`src/rtl/spi_pkg.sv`:
```
// spi_pkg: shared constants and strobe decode for the SPI controller/datapath pair.
// Optional feature macro used by the datapath: SPI_RX_HOLD_EN.
package spi_pkg;

    localparam int DATA_W_DEFAULT = 16;
    localparam int LEN_W          = 4;

    // One strobe per cycle. Load has priority over write, and write has priority over read.
    typedef enum logic [1:0] {
        STB_IDLE  = 2'd0,
        STB_LOAD  = 2'd1,
        STB_WRITE = 2'd2,
        STB_READ  = 2'd3
    } strobe_e;

    function automatic strobe_e decode_strobe(input logic load, input logic en, input logic oe);
        strobe_e s;
        s = STB_IDLE;
        if (load) begin
            s = STB_LOAD;
        end else if (en) begin
            s = STB_WRITE;
        end else if (oe) begin
            s = STB_READ;
        end
        return s;
    endfunction

endpackage

```
`src/rtl/spi_rx_hold.sv`:
```
// spi_rx_hold: received-word buffer with a level valid flag and a sticky overrun flag.
// This block is instantiated by spi_shift only when SPI_RX_HOLD_EN is defined.
module spi_rx_hold #(
    parameter int DATA_W = 16
) (
    input  logic              clk,
    input  logic              rst,
    input  logic              done_i,
    input  logic [DATA_W-1:0] word_i,
    input  logic              rx_rd_i,
    output logic [DATA_W-1:0] rx_data_o,
    output logic              rx_valid_o,
    output logic              rx_ovr_o
);

    logic [DATA_W-1:0] data_q, data_d;
    logic              valid_q, valid_d;
    logic              ovr_q, ovr_d;

    // Accept a word when the buffer is empty or being read in the same cycle; otherwise flag an overrun.
    always_comb begin
        data_d  = data_q;
        valid_d = valid_q;
        ovr_d   = ovr_q;
        if (done_i && (!valid_q || rx_rd_i)) begin
            data_d  = word_i;
            valid_d = 1'b1;
            if (rx_rd_i) begin
                ovr_d = 1'b0;
            end
        end else if (done_i) begin
            ovr_d = 1'b1;
        end else if (rx_rd_i) begin
            valid_d = 1'b0;
            ovr_d   = 1'b0;
        end
    end

    // Buffer state registers.
    always_ff @(posedge clk or negedge rst) begin
        if (!rst) begin
            data_q  <= '0;
            valid_q <= 1'b0;
            ovr_q   <= 1'b0;
        end else begin
            data_q  <= data_d;
            valid_q <= valid_d;
            ovr_q   <= ovr_d;
        end
    end

    assign rx_data_o  = data_q;
    assign rx_valid_o = valid_q;
    assign rx_ovr_o   = ovr_q;

endmodule

```
`src/rtl/spi_shift.sv`:
```
// spi_shift: SPI serial datapath driven by the spi_ctrl strobes (i_load, i_en, tbuf_mosi_oe).
// Optional feature: define SPI_RX_HOLD_EN for a buffered rx_valid level with rx_rd/rx_ovr ports.
//
// Handshakes:
//   tx side: tx_wr is accepted only while tx_full is 0, or in a load cycle that empties the
//            holding register in the same cycle; a write that is not accepted is dropped.
//   rx side: default build, rx_valid is a one-cycle pulse with rx_data stable from that cycle
//            until the next completion. With SPI_RX_HOLD_EN, rx_valid stays high until rx_rd.
module spi_shift
    import spi_pkg::*;
#(
    parameter int DATA_W = DATA_W_DEFAULT
) (
    input  logic              clk,
    input  logic              rst,
    input  logic              i_load,
    input  logic              i_en,
    input  logic              tbuf_mosi_oe,
    input  logic [LEN_W-1:0]  xfer_len,
    input  logic [DATA_W-1:0] tx_data,
    input  logic              tx_wr,
    output logic              tx_full,
    output logic              tx_udr,
    input  logic              miso,
    output logic              mosi,
    output logic              mosi_oe,
`ifdef SPI_RX_HOLD_EN
    input  logic              rx_rd,
    output logic              rx_ovr,
`endif
    output logic [DATA_W-1:0] rx_data,
    output logic              rx_valid
);

    strobe_e           stb;
    logic [DATA_W-1:0] mask;
    logic              accept_wr;
    logic              done;
    logic [DATA_W-1:0] rx_word;

    logic [DATA_W-1:0] hold_q, hold_d;
    logic              tx_full_q, tx_full_d;
    logic [DATA_W-1:0] shreg_q, shreg_d;
    logic              mosi_q, mosi_d;
    logic              udr_q, udr_d;
    logic [LEN_W-1:0]  wcnt_q, wcnt_d;
    logic [LEN_W-1:0]  rcnt_q, rcnt_d;
    logic [LEN_W-1:0]  len_q, len_d;
    logic              loaded_q, loaded_d;

    // Strobe decode, TX holding register, shift register and bit counters.
    always_comb begin
        stb       = decode_strobe(i_load, i_en, tbuf_mosi_oe);
        mask      = ~({DATA_W{1'b1}} << len_q);
        accept_wr = tx_wr && (!tx_full_q || i_load);
        done      = 1'b0;
        rx_word   = '0;
        hold_d    = hold_q;
        tx_full_d = tx_full_q;
        shreg_d   = shreg_q;
        mosi_d    = mosi_q;
        udr_d     = 1'b0;
        wcnt_d    = wcnt_q;
        rcnt_d    = rcnt_q;
        len_d     = len_q;
        loaded_d  = loaded_q;

        // The load consumes the old hold value; a same-cycle write refills the register.
        if (stb == STB_LOAD && tx_full_q) begin
            tx_full_d = 1'b0;
        end
        if (accept_wr) begin
            hold_d    = tx_data;
            tx_full_d = 1'b1;
        end

        case (stb)
            STB_LOAD: begin
                wcnt_d = '0;
                rcnt_d = '0;
                len_d  = (xfer_len == '0) ? LEN_W'(1) : xfer_len;
                if (tx_full_q) begin
                    shreg_d  = hold_q;
                    loaded_d = 1'b1;
                end
            end
            STB_WRITE: begin
                if (wcnt_q < len_q) begin
                    wcnt_d = wcnt_q + 1'b1;
                    if (wcnt_q == '0 && !loaded_q) begin
                        // Nothing was loaded: the whole frame goes out as ones.
                        mosi_d  = 1'b1;
                        shreg_d = ({DATA_W{1'b1}} << 1) & mask;
                        udr_d   = 1'b1;
                    end else begin
                        mosi_d  = shreg_q[len_q - 1'b1];
                        shreg_d = (shreg_q << 1) & mask;
                    end
                end
            end
            STB_READ: begin
                if (rcnt_q < len_q) begin
                    rcnt_d  = rcnt_q + 1'b1;
                    shreg_d = {shreg_q[DATA_W-1:1], miso};
                    if (rcnt_d == len_q) begin
                        done     = 1'b1;
                        rx_word  = shreg_d & mask;
                        shreg_d  = '1;
                        loaded_d = 1'b0;
                    end
                end
            end
            default: begin
            end
        endcase
    end

    // Datapath state registers.
    always_ff @(posedge clk or negedge rst) begin
        if (!rst) begin
            hold_q    <= '0;
            tx_full_q <= 1'b0;
            shreg_q   <= '1;
            mosi_q    <= 1'b1;
            udr_q     <= 1'b0;
            wcnt_q    <= '0;
            rcnt_q    <= '0;
            len_q     <= LEN_W'(1);
            loaded_q  <= 1'b0;
        end else begin
            hold_q    <= hold_d;
            tx_full_q <= tx_full_d;
            shreg_q   <= shreg_d;
            mosi_q    <= mosi_d;
            udr_q     <= udr_d;
            wcnt_q    <= wcnt_d;
            rcnt_q    <= rcnt_d;
            len_q     <= len_d;
            loaded_q  <= loaded_d;
        end
    end

`ifdef SPI_RX_HOLD_EN
    spi_rx_hold #(
        .DATA_W (DATA_W)
    ) u_rx_hold (
        .clk        (clk),
        .rst        (rst),
        .done_i     (done),
        .word_i     (rx_word),
        .rx_rd_i    (rx_rd),
        .rx_data_o  (rx_data),
        .rx_valid_o (rx_valid),
        .rx_ovr_o   (rx_ovr)
    );
`else
    logic [DATA_W-1:0] rx_data_q;
    logic              rx_valid_q;

    // Received word is overwritten on every completion; valid pulses for one cycle.
    always_ff @(posedge clk or negedge rst) begin
        if (!rst) begin
            rx_data_q  <= '0;
            rx_valid_q <= 1'b0;
        end else begin
            if (done) begin
                rx_data_q <= rx_word;
            end
            rx_valid_q <= done;
        end
    end

    assign rx_data  = rx_data_q;
    assign rx_valid = rx_valid_q;
`endif

    assign tx_full = tx_full_q;
    assign tx_udr  = udr_q;
    assign mosi    = mosi_q;
    assign mosi_oe = tbuf_mosi_oe;

endmodule

```
`config.mk`:
```
export PLATFORM = sky130hd
export DESIGN_NAME = spi_shift
export DESIGN_NICKNAME = d
export VERILOG_FILES = /design/src/rtl/spi_pkg.sv /design/src/rtl/spi_rx_hold.sv /design/src/rtl/spi_shift.sv
export SDC_FILE = /design/constraint.sdc
export NUM_CORES = 1
export LEC_CHECK = 0
export CAP_MARGIN = 20
export CORE_MARGIN = 3
export CORE_UTILIZATION = 49
export DETAILED_ROUTE_END_ITERATION = 10
export GPL_ROUTABILITY_DRIVEN = 0
export PLACE_DENSITY_LB_ADDON = 0.08
export REMOVE_ABC_BUFFERS = 1
export SYNTH_ARGS = -nofsm -noshare
export SYNTH_HDL_FRONTEND = slang
export SYNTH_HIERARCHICAL = 1
export SYNTH_SLANG_ARGS = --single-unit
```
`constraint.sdc`:
```
create_clock -name clk -period 5.4 [get_ports clk]
set_input_delay 1.08 -clock clk [delete_from_list [all_inputs] [get_ports clk]]
set_output_delay 1.08 -clock clk [all_outputs]
set_load 0.03 [all_outputs]
```
==> qor.yml <==
status:
  status: "completed"
placement:
  dpl_cell_area_mm2: 0.00400
  dpl.hpwl_um: 5460
  io_buffers: 46
timing:
  worstMarginPinSlew_ns: 0.807
  slew_headroom: 0.462
  period_needed_ns: 3.37
  fin_worst_skew_ns: 0.00435
  hold_slack_ns: 0.471
  report.final.slew_viol_count: 0
  setup_total_negative_slack_ns: 0
  grt_setup_unrepaired: "no"
  final_setup_violation_count: 0
  finalHoldViolations: 0
  fmax_mhz: 297
  period_utilization_post_route: 0.623
yosys:
  synth.avg_cell_area_um2: 11.1
  syn-cell-area_mm2: 0.00352
  netlist_top_cells_area: "dfrtp_1 33%, dfstp_2 13%, mux2_2 5.1%, ha_1 5.0%, a2bb2oi_2 4.3%"
  synth-seq-cells: 64
  post-synth-top-area-fraction: 0.327
  warnings_synthesis: 6
  synthDistinctLibCells: 49
  synth_seq_area_share: 0.462
  syn-instance-count: 317
  synth_area_leader_cell: "dfrtp_1"
clock_tree:
  post-cts-setup-buffer-count: 0
  clk_pin_slew_ns: 0.07
  post_cts.resized_instances: 0
  cts.sink_count: 64
  tritoncts.num_buffers: 9
  clock_latency_ns: 0.34
  cts_htree_levels: 3
  ctsHoldBuffers: 0
  clockBufferDepth: 2
  cts_root_buf: "clkbuf_8"
  tritoncts_clock_tree: "yes"
routing:
  ant_nets: 0
  num_vias: 2583
  post-route-drc-count: 0
  detail_route.first_pass.iterations: 4
  drt_iter0_markers: 136
  routed_wire_length_per_instance_um: 17.4
  post_drt_via_cell_ratio: 5.66
  detail_route.wirelength_um: 7960
global_routing:
  gr-total-overflow: 0
  largest_net_degree_at_the_start_of_global_routing: 65
  gr-usage-all-layers: 0.201
  grt_first_pass_wirelength_um: 13300
  number_of_antenna_violations_at_the_first_check_in_global_routing: 0
  via_count_of_the_first_global_routing_pass: 2525
floorplanning:
  ioPinCount: 48
  initial_standard_cell_utilization_of_the_core: 0.512
  floorplan.die_area_mm2: 0.00823
  core_area_mm2: 0.00687
  num_rows: 30
  die_w_um: 90.7
  chipHeight_um: 90.7
final_layout:
  area_delta_synth_final_pct: 20.2
  utilization: 0.616
  final_layout_size_suffix_gt1_frac: 0.208
  final_design_instance_area_without_fill_mm2: 0.00423
  antennaDiodeCount: 0
  register_area_mm2: 0.00162
  final_net_count: 396
  fillCellCount: 601
  footprint_of_the_multi_input_gates_mm2: 0.00172
worst_setup_path:
  cp_arrival_ns: 3.63
  criticalPathCategory: "in -> reg"
  critPathCaptureType: "flip-flop"
  worst-endpoint-required_ns: 5.66
  crit_path_max_fanout: 23
  worstSetupStartpointType: "input port"
power:
  cellLeakagePower_nw: 1.77
  power-per-cell-area_mw_per_mm2: 363
  vdd_ir_drop_max_mv: 0.163
job:
  max-cap-violations: 0
worst_hold_path:
  worstHoldPathType: "reg -> reg"
kinds of logic after synthesis:
kind of cell | after synthesis | synth area share
flops | 64 | 0.462
mux | 23 | 0.0932
buf+inv | 37 | 0.0494
simple gates | 74 | 0.106
fa+ha+maj | 14 | 0.0498
compound gates | 93 | 0.207
xor+xnor | 11 | 0.0317
other cells | 1 | 0.00107
sequential cells by signal (all words and copies together), names as in the netlist:
name      flops
hold_q       16
len_q         4
loaded_q      1
mosi          1
rcnt_q        4
rx_data      15
rx_valid      1
shreg_q      16
tx_full       1
tx_udr        1
wcnt_q        4
per-layer routing:
layer  global-route usage  part of all wire
met1                0.283              0.45
met2                0.314              0.48
met3               0.0458             0.055
met4               0.0536             0.016
met5                    0                 0
cell type report:
class / count / area share
multi-input cells: 216 / 0.407
inverters: 15 / 0.0133
clock buffers: 12 / 0.0367
well taps: 96 / 0.0284
clock inverters: 4 / 0.0180
repair buffers: 49 / 0.113
flip-flops and latches: 64 / 0.384
critical path, stage by stage:
cell and delay (ns):
clkdlybuf4s50_1 0.78, nand2b_1 0.51, o31ai_1 0.36, a21oi_2 0.14, a22oi_4 0.55, a2bb2oi_1 0.20
placed cells by master, fill, tap and decap left out, types with 11 or more instances in the layout:
cell type        count
nor3_1              11
nand2_1             20
a21oi_1             12
o21ai_0             30
clkbuf_8            11
mux2_2              16
dfrtp_1             46
clkdlybuf4s50_1     45
ha_1                14
nor2_1              21
inv_1               15
dfstp_2             18
o31ai_1             11
path summary, 6_finish.rpt:
path / start / end / slack (ns) / cells past startpoint
max: i_load / shreg_q[3] / 2.03 / 6
min: mosi / mosi / 0.47 / 2
max reg2reg: len_q[3] / shreg_q[3] / 2.32 / 6
min reg2reg: mosi / mosi / 0.47 / 2
max in group asynchronous: rst / len_q[2] / 3.96 / 2
min in group asynchronous: rst / tx_udr / 0.91 / 2
power by group:
part	leakage, nW	internal (W)	switching [W]
sequential	0.775	0.000583	0.0000763
clock	0.113	0.000286	0.000189
combinational	0.884	0.000199	0.000201
through the flow:
stage               setup WS [ns]  instances  total power (W)
floorplan                    2.56        295         0.000917
global placement             1.74        440          0.00106
detailed placement           1.71        440          0.00107
CTS                          2.04        456          0.00155
global route                 1.87        456          0.00161
finish                       2.03        456          0.00153
Yosys cell counts, drive strengths merged:
cell type,n
dfrtp,46
o21ai,30
nand2,21
nor2,21
dfstp,18
mux2,16
clkbuf,15
inv,15
ha,14
a21oi,13
a2bb2oi,13
nor3,12
o31ai,11
o211ai,8
buf,7
mux4,5
nand2b,5
nand3,5
o41ai,5
xnor2,5
xor2,5
nand4,3
mux2i,2
nand4b,2
nor2b,2
o211a,2
o221a,2
o221ai,2
o22a,2
a2111oi,1
a21o,1
a22oi,1
and3,1
conb,1
nor4b,1
o21a,1
o22ai,1
or2,1
xor3,1
Note: power is estimated with default switching activity, not from simulation.
